<file path="src/rtl/hdmi_frame_rd_sched_pkg.sv">
// Shared definitions for the HDMI frame read scheduler: FSM encoding,
// default display geometry and the burst-count helper.
package hdmi_pkg;

  localparam int unsigned H_ACTIVE_DEF  = 1024;
  localparam int unsigned V_ACTIVE_DEF  = 768;
  localparam int unsigned BURST_LEN_DEF = 64;

  typedef enum logic [2:0] {
    ST_IDLE,
    ST_ARM,
    ST_CHECK,
    ST_REQ,
    ST_WAIT,
    ST_DONE
  } state_t;

  function automatic int unsigned total_bursts(input int unsigned h_active,
                                               input int unsigned v_active,
                                               input int unsigned burst_len);
    return (h_active * v_active) / burst_len;
  endfunction

endpackage

</file>
<file path="src/rtl/hdmi_frame_rd_sched_frame_buf_sel.sv">
// Ping-pong frame buffer select: a completed write frame arms a swap that
// is taken at the next ARM cycle of the reader.
module frame_buf_sel (
  input  logic sclk,
  input  logic rst_n,
  input  logic wr_frame_done,
  input  logic arm,
  output logic sel
);

  logic sel_q;
  logic ready;
  logic swap;

  assign swap = arm & ready;
  // Effective select already reflects a swap taken this ARM cycle.
  assign sel  = sel_q ^ swap;

  always_ff @(posedge sclk or negedge rst_n) begin
    if (!rst_n) begin
      sel_q <= 1'b0;
      ready <= 1'b0;
    end else if (swap) begin
      sel_q <= ~sel_q;
      ready <= wr_frame_done;
    end else if (wr_frame_done) begin
      ready <= 1'b1;
    end
  end

endmodule

</file>
<file path="src/rtl/hdmi_frame_rd_sched.sv">
// DDR read-burst scheduler feeding the HDMI line FIFO.
// Define FRAME_SWAP_EN to ping-pong between BASE_ADDR0 and BASE_ADDR1.
module hdmi_frame_rd_sched
  import hdmi_pkg::*;
#(
  parameter int unsigned H_ACTIVE   = H_ACTIVE_DEF,
  parameter int unsigned V_ACTIVE   = V_ACTIVE_DEF,
  parameter int unsigned BURST_LEN  = BURST_LEN_DEF,
  parameter int unsigned FIFO_DEPTH = 512,
  parameter int unsigned ADDR_W     = 28,
  parameter logic [ADDR_W-1:0] BASE_ADDR0 = 28'h0000000,
  parameter logic [ADDR_W-1:0] BASE_ADDR1 = 28'h0100000
) (
  input  logic              sclk,
  input  logic              rst_n,
  input  logic              vga_start,
  input  logic [9:0]        fifo_wr_cnt,
  input  logic              fifo_empty,
  input  logic              rd_fifo_en,
  input  logic              wr_frame_done,
  output logic              rd_req,
  input  logic              rd_grant,
  input  logic              rd_done,
  output logic [ADDR_W-1:0] rd_addr,
  output logic [7:0]        rd_len,
  output logic              fifo_clr,
  output logic              frame_busy,
  output logic              underflow
);

  localparam int unsigned TOTAL  = total_bursts(H_ACTIVE, V_ACTIVE, BURST_LEN);
  localparam int unsigned CNT_W  = $clog2(TOTAL + 1);
  localparam logic [9:0]  THRESH = 10'(FIFO_DEPTH - BURST_LEN);

  state_t            state;
  state_t            state_nxt;
  logic [CNT_W-1:0]  burst_cnt;
  logic              restart_pend;
  logic              restart;
  logic              arm;
  logic              buf_sel;
  logic [ADDR_W-1:0] base;

  assign arm     = (state == ST_ARM);
  assign restart = restart_pend | vga_start;
  assign base    = buf_sel ? BASE_ADDR1 : BASE_ADDR0;
  assign rd_len  = 8'(BURST_LEN);

`ifdef FRAME_SWAP_EN
  frame_buf_sel u_frame_buf_sel (
    .sclk          (sclk),
    .rst_n         (rst_n),
    .wr_frame_done (wr_frame_done),
    .arm           (arm),
    .sel           (buf_sel)
  );
`else
  logic unused_wr_frame_done;
  assign unused_wr_frame_done = wr_frame_done;
  assign buf_sel = 1'b0;
`endif

  always_ff @(posedge sclk or negedge rst_n) begin
    if (!rst_n) state <= ST_IDLE;
    else        state <= state_nxt;
  end

  always_comb begin
    state_nxt  = state;
    rd_req     = 1'b0;
    fifo_clr   = 1'b0;
    frame_busy = 1'b0;
    unique case (state)
      ST_IDLE: if (vga_start) state_nxt = ST_ARM;
      ST_ARM: begin
        fifo_clr   = 1'b1;
        frame_busy = 1'b1;
        state_nxt  = ST_CHECK;
      end
      ST_CHECK: begin
        frame_busy = 1'b1;
        if (vga_start)                            state_nxt = ST_ARM;
        else if (burst_cnt == CNT_W'(TOTAL))      state_nxt = ST_DONE;
        else if (fifo_wr_cnt <= THRESH)           state_nxt = ST_REQ;
      end
      ST_REQ: begin
        frame_busy = 1'b1;
        // A new frame start withdraws the request in the same cycle.
        if (vga_start)     state_nxt = ST_ARM;
        else begin
          rd_req = 1'b1;
          if (rd_grant)    state_nxt = ST_WAIT;
        end
      end
      ST_WAIT: begin
        frame_busy = 1'b1;
        if (rd_done) state_nxt = restart ? ST_ARM : ST_CHECK;
      end
      ST_DONE: if (vga_start) state_nxt = ST_ARM;
      default: state_nxt = ST_IDLE;
    endcase
  end

  always_ff @(posedge sclk or negedge rst_n) begin
    if (!rst_n) begin
      rd_addr      <= '0;
      burst_cnt    <= '0;
      restart_pend <= 1'b0;
    end else if (arm) begin
      rd_addr      <= base;
      burst_cnt    <= '0;
      restart_pend <= 1'b0;
    end else if (state == ST_WAIT) begin
      // An in-flight burst always completes; a restart skips the advance.
      if (rd_done) begin
        if (restart) begin
          restart_pend <= 1'b0;
        end else begin
          rd_addr   <= rd_addr + ADDR_W'(BURST_LEN);
          burst_cnt <= burst_cnt + 1'b1;
        end
      end else if (vga_start) begin
        restart_pend <= 1'b1;
      end
    end
  end

  always_ff @(posedge sclk or negedge rst_n) begin
    if (!rst_n)                       underflow <= 1'b0;
    else if (rd_fifo_en & fifo_empty) underflow <= 1'b1;
    else if (arm)                     underflow <= 1'b0;
  end

endmodule

</file>
<file path="config.mk">
export PLATFORM = sky130hd
export DESIGN_NAME = hdmi_frame_rd_sched
export DESIGN_NICKNAME = d
export VERILOG_FILES = /design/src/rtl/hdmi_frame_rd_sched_pkg.sv /design/src/rtl/hdmi_frame_rd_sched_frame_buf_sel.sv /design/src/rtl/hdmi_frame_rd_sched.sv
export SDC_FILE = /design/constraint.sdc
export NUM_CORES = 1
export LEC_CHECK = 0
export BUFFER_PORTS_ARGS = -buffer_cell sky130_fd_sc_hd__buf_2
export CAP_MARGIN = 40
export CORE_AREA = 8 8 79 81
export DETAILED_ROUTE_END_ITERATION = 16
export DIE_AREA = 0 0 87 89
export HOLD_SLACK_MARGIN = 0.15
export PLACE_DENSITY = 0.79
export SLEW_MARGIN = 20
export SYNTH_ARGS = -nofsm -noshare
export SYNTH_HDL_FRONTEND = slang
export SYNTH_SLANG_ARGS = --single-unit
</file>
<file path="constraint.sdc">
create_clock -name sclk -period 2.5 [get_ports sclk]
set_clock_uncertainty 0.1 [all_clocks]
set_input_delay 0.25 -clock sclk [delete_from_list [all_inputs] [get_ports sclk]]
set_output_delay 0.25 -clock sclk [all_outputs]
set_load 0.02 [all_outputs]
</file>
==> results of run 1 <==
==> placed cells by master, fill, tap and decap left out, types with 3 or more instances in the layout <==
cell type / netlist / final
nor3_1: 3 / 3
nand2_1: 21 / 21
inv_1: 12 / 12
nand3_1: 15 / 15
a22o_1: 3 / 3
conb_1: 2 / 14
o31ai_1: 23 / 23
nor4b_1: 3 / 3
or4_1: 26 / 26
mux2i_1: 4 / 4
or3_1: 7 / 7
ha_1: 3 / 3
dfrtp_1: 41 / 41
dlygate4sd3_1: 0 / 3
buf_4: 14 / 6
clkbuf_8: 1 / 6
nand4_1: 4 / 4
o21ai_0: 17 / 17
a21oi_1: 34 / 34
buf_2: 4 / 42
==> layer usage <==
layer / up-vias / global-route usage (%)
li1: 1137 / -
met1: 1107 / 18.71
met2: 56 / 29.15
met3: 5 / 5.239
met4: 0 / 4.695
met5: - / 0
==> critical path: stages, from the launching register on <==
cell and delay (ns):
dfrtp_1 0.49, ha_1 0.21, nand3_1 0.17, or4_1 0.68, or4_1 0.44, a21oi_1 0.16
==> sequential cells by signal, indices dropped and copies added, names as in the netlist <==
signal / cells
burst_cnt: 14
rd_addr: 22
restart_pend: 1
state: 3
underflow: 1
==> through the flow <==
stage	cell area [um2]	power, W	utilization (%)
3_3_place_gp	2804	0.001703	56.33
6_report	2982	0.002305	59.90
4_1_cts	2982	0.002316	59.90
2_1_floorplan	2640	0.001486	-
5_1_grt	2982	0.002450	59.90
3_5_place_dp	2831	0.001730	56.89
==> how the worst max path moves through the flow <==
| stage | endpoint | slack (ns) | depth (start not counted) |
|---|---|---|---|
| floorplan | rd_addr[26] | 0.28 | 6 |
| global placement | rd_addr[26] | 0.29 | 5 |
| detailed placement | rd_addr[24] | 0.19 | 5 |
| CTS | rd_addr[24] | 0.17 | 5 |
| global route | rd_addr[24] | 0.02 | 5 |
| finish | rd_addr[24] | 0.16 | 5 |
==> cells by family (layout without fill, tap and decap cells) <==
logic type / after synthesis / count (layout)
XOR/XNOR: 1 / 1
other: 2 / 14
AO/OA/AOI/OAI: 85 / 85
buffers and inverters: 43 / 73
adder cells (fa/ha/maj): 3 / 3
multiplexers: 5 / 5
flip-flops: 41 / 41
AND/OR/NAND/NOR: 105 / 105
==> power by group through the flow <==
| stage | clock, W | sequential [W] | combinational (W) |
|---|---|---|---|
| 2_1_floorplan | 0 | 0.000800 | 0.000686 |
| 3_3_place_gp | 0 | 0.000793 | 0.000911 |
| 3_5_place_dp | 0 | 0.000796 | 0.000934 |
| 4_1_cts | 0.000581 | 0.000782 | 0.000952 |
| 5_1_grt | 0.000608 | 0.000793 | 0.00105 |
| 6_report | 0.000571 | 0.000782 | 0.000952 |
==> layout make-up <==
cell class                      count  area (um2)
Tap cell                           70       87.58
Sequential cell                    41        1026
Clock buffer                        6       82.58
Multi-Input combinational cell    213        1370
Inverter                           12       45.04
Timing Repair Buffer               53       332.8
Fill cell                         444        1996
Clock inverter                      2       37.54
==> timing repair <==
item	4_1_cts	5_1_grt
hold buffers	3	0
setup buffers	0	0
endpoints found under the hold margin	20	0
==> run metrics, run 1 <==
syn avg cell area 9.105 um2; Fmax achieved 427.1 MHz; worst endpoint required time 2.62 ns; Worst Setup Slack, final 0.1585 ns; Ports 58; full die area 7743 um2; row count 26; mux cell area share after synthesis 1.977%; Initial Util 52.14%; CP Launch Type flop; overall routed net length 5.975 mm; worst hold path type input pin to flop; first-pass GRT wire length 10.35 mm; average vias per placed instance 5.806; leading area contributor after synthesis dfrtp_1; worst slack, placed 0.1909 ns; DR WL/cell 15.05 um; Ys Warns 0; dominant cells by area after synthesis dfrtp_1, or4_1, o31ai_1; CTS sink cnt 41; critical path type flop to flop; unique cell type count in the Yosys netlist 49; end of the worst register-to-register path rd_addr[24]; post-synthesis cell count 285; status complete, no violations; post-detailed-route count of antenna-violating nets 0; Synth top area share 39.54%; initial DRC count 87; Synth Area in XOR/XNOR 0.3375%; fin nets 347; Switch Pwr 0.0009274 W; Synth Area in Simple Gates 26.71%; dpl hpwl 4.301 mm; max_cap viols 0; number of port buffers 42; RD Place Congestion 0.7651; ant diodes 0; crit path time final 2.341 ns; DRC viols 0; total global-route track usage 16.51%; Logic pwr share 41.3%; clock tree root buffer cell clkbuf_8; asr flop ratio synth 100.0%; Synth Cell Area 2595 um2; post-CTS resize count 0; sequential share of power 33.9%; total vias in the final route 2305; final hold violations 0; met1 WL 2.609 mm; post-synthesis compound-gate area fraction 20.30%; cell with the most instances after synthesis dfrtp_1; Post-synth EDFFs 0; Worst Hold Launch fifo_wr_cnt[9]; post-layout instance count excluding filler cells 397; Critical R2R Launch rd_addr[6]; Most used DFF post-synth dfrtp_1; Clock power frac 24.8%; Die H 89 um; worst reg-to-reg path cell count 5; initial antenna violation count 0; Core Area 4977 um2; CTS tree done; WL met3 386 um; reg-to-reg slack, setup 0.16 ns; RSZ-0062 raised after global routing no; Setup TNS 0 ns; placed cells 386; CP Launch Point rd_addr[6]; total grt overflow 0; P&R area growth vs syn 14.90%; clk_lat worst skew 0.30 ns; flops & latches, synth 41; drt pass-1 iters 4; commonest cells in the netlist dfrtp_1, a21oi_1, or4_1; Final setup viols 0; clock tree buffer depth 2; P_int 0.001378 W; hold path cells 3; Final Max Slew Viols 0; DR top layer met4; Crit Path Max Fanout 10; fin crit share 93.66%; layout cell share with drive strength beyond 1 22.32%; crit path DAT 2.46 ns; htree depth 2; Peak VDD IR 0.7422 mV; DR WL met2 2.919 mm; Reg clk slew, reported paths 0.08 ns; total CTS buffers 5; leakage 1.295 nW; register area share after synthesis 39.54%; WHS Endpoint state[0]; Tightest Pin Transition 0.5059 ns; vias in the first global route 2290; Synth Area in Adders 1.446%; Max transition margin 66.27%; PwrDens 773.1 nW/um2; die width 87 um; largest net degree at the start of global routing 36; Setup crit end kind flop; combinational family with the most area after synthesis simple AND/OR/NAND/NOR gates; switching share of power 40.23%; Hold WS 0.1882 ns
Note: power is estimated with default switching activity, not from simulation.
==> run 2, diff against run 1 <==
CORE_AREA = 8 8 78 80   (was 8 8 79 81)
DIE_AREA = 0 0 86 88   (was 0 0 87 89)
PLACE_DENSITY = 0.81   (was 0.79)
SLEW_MARGIN = 5   (was 20)
clock period = 3 ns   (was 2.5 ns; I/O delays follow)
==> run 2 against run 1 <==
Effect of this change:
- worst hold slack better by 0.043 ns
- final cell count decreased by 0.76%
- sequential power decreased by 14%
- largest cell class unchanged
- non-clock buffer count down 3
- sequential cell count is the same
- core utilization up 0.21 points
- cell area is 0.97% lower
==> run metrics, run 2 (same netlist as run 1, synthesis figures left out) <==
status complete, no violations; DR WL/cell 15.32 um; layout cell share with drive strength beyond 1 21.60%; Worst Hold Launch fifo_wr_cnt[9]; Ports 58; fin nets 344; Fmax achieved 400.2 MHz; initial antenna violation count 0; post-detailed-route count of antenna-violating nets 0; WHS Endpoint state[0]; clock tree buffer depth 2; fin crit share 83.29%; fin util 60.11%; critical path type flop to output port; post-CTS resize count 0; Placed Area 2789 um2; full die area 7568 um2; worst hold path type input pin to flop; crit-path cells inv_1 > nand3_1 > inv_1 > buf_4 > buf_2; # hold bufs at CTS 3; Initial Util 52.83%; crit path time final 2.499 ns; leakage 1.283 nW; commonest non-fill, non-tap cell in the layout buf_2; final hold violations 0; CTS sink cnt 41; Peak VDD IR 0.4322 mV; CP Launch Type flop; Multi-input gate area 1370 um2; Seq. cell area 1026 um2; RSZ-0062 raised after global routing no; critical path's top delay family buffers and inverters; total grt overflow 0; crit path DAT 2.10 ns; placed cells 383; post-layout instance count excluding filler cells 394; drt pass-1 iters 4; row count 26; DRC viols 0; initial DRC count 115; Crit Path Max Fanout 32; vias in the first global route 2190; Post-CTS Setup Inserts 0; largest net degree at the start of global routing 36; average vias per placed instance 5.805; worst endpoint required time 2.60 ns; fill count 445; PwrDens 650.4 nW/um2; total global-route track usage 15.88%; Critical R2R Launch rd_addr[6]; Core Area 4912 um2; Reg with most FFs rd_addr; Final Max Slew Viols 0; total vias in the final route 2287; Design Area, Final 2953 um2; Most common cell on crit path inv_1; clock tree root buffer cell clkbuf_8; max incr delay on CP 0.51 ns; worst path bufs/invs 4; Setup TNS 0 ns; dpl hpwl 4.323 mm; ant diodes 0; P&R area growth vs syn 13.79%; end of the worst register-to-register path rd_addr[24]; reg-to-reg slack, setup 0.62 ns; Reg clk slew, reported paths 0.08 ns; overall routed net length 6.037 mm; Final setup viols 0; slowest CP cell dfrtp_1; number of port buffers 42; hold path cells 3; total power 0.001921 W; max_cap viols 0; htree depth 2; RD Place Congestion 0.8140; worst reg-to-reg path cell count 5; clk_lat worst skew 0.30 ns; total CTS buffers 5; die width 86 um; Die H 88 um; CTS tree done; highest-count cells in the layout ignoring fill and taps buf_2, dfrtp_1, a21oi_1, or4_1, o31ai_1; max FFs per register 22; top flop regs rd_addr x22, burst_cnt x14, state x3; Setup crit end kind output port; first-pass GRT wire length 9.873 mm
-- run 2: routing by layer --
| layer | track usage [%] | wire (um) | part of all wire [%] |
|---|---|---|---|
| met1 | 19.13 | 2703 | 45 |
| met2 | 26.52 | 2948 | 49 |
| met3 | 4.409 | 308 | 5.1 |
| met4 | 5.573 | 77 | 1.3 |
| met5 | 0 | 0 | 0 |
-- run 2: worst max-delay path by stage --
stage	slack, ns	to	startpoint	cells after the start
after global routing	0.36	fifo_clr	state[1]	5
after CTS	0.48	fifo_clr	state[1]	5
after detailed placement	0.66	rd_addr[24]	rd_addr[6]	5
after floorplan	0.78	rd_addr[26]	rd_addr[6]	6
final	0.50	fifo_clr	state[1]	5
after global placement	0.72	burst_cnt[9]	state[0]	6
-- run 2: final cells by class --
class	instances	area share [%]
inverters	12	1.525
clock buffers	5	2.331
clock inverters	3	2.203
multi-input cells	213	46.40
flip-flops and latches	41	34.75
repair buffers	50	9.831
well taps	70	2.966
-- run 2: report_power, final --
part,total (W),switching [W],internal [W],leakage (nW)
sequential,0.000675,0.0000816,0.000593,0.566
combinational,0.000715,0.000481,0.000235,0.649
clock,0.000530,0.000200,0.000331,0.0681
-- run 2: per-stage QoR --
step | hold slack [ns] | setup WS (ns)
finish | 0.2314 | 0.5012
global route | 0.2400 | 0.3600
CTS | 0.2301 | 0.4812
detailed placement | 0.1348 | 0.6629
global placement | 0.3742 | 0.7229
floorplan | -0.09559 | 0.7767
-- run 2: tightest hold or removal path: cells and delay by family --
kind / cells / cell delay [ns]
AO/OA/AOI/OAI: 2 / 0.21
buffers and inverters: 1 / 0.08
==> run 3, diff against run 2 <==
CORE_AREA = 8 8 82 84   (was 8 8 78 80)
DIE_AREA = 0 0 90 92   (was 0 0 86 88)
PLACE_DENSITY = 0.77   (was 0.81)
clock period = 2.2 ns   (was 3 ns; I/O delays follow)
==> run 3 against run 2 <==
Effect of this change:
- core utilization down 4.0 points
- routed wire length up 4.7%
- register-to-register slack worse by 0.51 ns
==> run metrics, run 3 (same netlist as run 1, synthesis figures left out) <==
CTS tree done; overall routed net length 6.322 mm; highest-count cells in the layout ignoring fill and taps buf_2, dfrtp_1, a21oi_1, or4_1, o31ai_1; total CTS buffers 5; Tightest Pin Transition 0.7828 ns; dpl hpwl 4.431 mm; Worst Hold Launch fifo_wr_cnt[9]; WHS Endpoint state[0]; DR WL/cell 15.65 um; final hold violations 0; crit path time final 2.094 ns; max FFs per register 22; P&R area growth vs syn 16.83%; top flop regs rd_addr x22, burst_cnt x14, state x3; largest net degree at the start of global routing 36; reg-to-reg slack, setup 0.11 ns; Core Area 5405 um2; CTS sink cnt 41; row count 27; PwrDens 883.6 nW/um2; clock tree root buffer cell clkbuf_8; number of port buffers 42; Critical R2R Launch state[0]; Placed Area 2865 um2; Post-CTS Setup Inserts 0; critical path type flop to flop; clk_lat worst skew 0.29 ns; layout cell share with drive strength beyond 1 25.00%; drt pass-1 iters 4; initial DRC count 149; max_cap viols 0; fin crit share 95.16%; fill count 506; initial antenna violation count 0; clock tree buffer depth 2; end of the worst register-to-register path rd_addr[6]; Max transition margin 47.81%; Crit Path Max Fanout 10; status complete, no violations; Die H 92 um; full die area 8280 um2; first-pass GRT wire length 10.47 mm; ant diodes 0; total grt overflow 0; Reg with most FFs rd_addr; worst reg-to-reg path cell count 5; Fmax achieved 477.7 MHz; die width 90 um; hold path cells 3; commonest non-fill, non-tap cell in the layout buf_2; Peak VDD IR 0.7151 mV; Initial Util 48.01%; worst hold path type input pin to flop; worst endpoint required time 2.33 ns; post-detailed-route count of antenna-violating nets 0; total global-route track usage 15.02%; RSZ-0062 raised after global routing no; htree depth 2; Design Area, Final 3032 um2; total vias in the final route 2384; average vias per placed instance 5.901; Final setup viols 0; CP Launch Type flop; crit path DAT 2.23 ns; Setup TNS 0 ns; DRC viols 0; fin nets 352; vias in the first global route 2277; Setup crit end kind flop; leakage 1.315 nW; Reg clk slew, reported paths 0.08 ns; Ports 58; Final Max Slew Viols 0; RD Place Congestion 0.8199
## run 3: changes by cell type in the layout (fill, tap and decap cells not counted), moves of 2 or more
| cell | previous run | this run |
|---|---|---|
| dfrtp_1 | 41 | 39 |
| dfrtp_2 | 0 | 2 |
| or4_1 | 26 | 24 |
| or4_4 | 0 | 2 |
| buf_4 | 4 | 10 |
| clkinvlp_4 | 0 | 2 |
## run 3: layout make-up
class | count | area (um2) | area share [%]
clock buffer | 6 | 82.58 | 2.724
clock inverter | 2 | 37.54 | 1.238
inverter | 12 | 48.80 | 1.610
multi-input combinational | 213 | 1378 | 45.44
sequential | 41 | 1028 | 33.92
tap | 72 | 90.09 | 2.972
timing repair buffer | 58 | 366.6 | 12.09
## run 3: layer usage
| layer | share of wire, % | global-route usage [%] | vias to the layer above |
|---|---|---|---|
| li1 | - | - | 1153 |
| met1 | 44 | 17.07 | 1148 |
| met2 | 48 | 25.77 | 72 |
| met3 | 5.9 | 4.156 | 11 |
| met4 | 1.6 | 6.935 | 0 |
| met5 | 0 | 0 | - |
## run 3: worst max-delay path, cell delays in order (launching register included)
cell,delay (ns)
dfrtp_1,0.49
buf_4,0.22
or4b_2,0.70
nand2b_1,0.20
o21ai_0,0.16
a22o_1,0.17
## run 3: how the worst max path moves through the flow
stage,start,endpoint
2_1_floorplan,rd_addr[7],rd_addr[26]
3_3_place_gp,rd_addr[7],rd_addr[20]
3_5_place_dp,rd_addr[7],rd_addr[22]
4_1_cts,rd_addr[7],rd_addr[22]
5_1_grt,state[1],rd_addr[12]
6_report,state[0],rd_addr[6]
## run 3: per-stage QoR
stage	utilization [%]	power [W]	setup WS (ns)	std cells	hold WS, ns
2_1_floorplan	-	0.001690	0.001307	297	-0.1756
3_3_place_gp	53.01	0.001979	0.1112	393	0.2623
3_5_place_dp	53.01	0.002007	0.02963	393	0.2566
4_1_cts	55.79	0.002673	0.003492	404	0.1504
5_1_grt	56.09	0.002835	0.005252	404	0.1940
6_report	56.09	0.002679	0.1064	404	0.1558
## run 3: where the power goes
group / internal [W] / switching (W) / total [W] / leakage, nW
logic: 0.000423 / 0.000722 / 0.00114 / 0.696
clock network: 0.000369 / 0.000272 / 0.000641 / 0.0574
registers: 0.000812 / 0.0000814 / 0.000893 / 0.562
## run 3: what timing repair did
action,CTS,global route
resized for setup,0,5
endpoints found under the hold margin,35,0
hold buffers,3,0
endpoints found under the setup margin,0,14
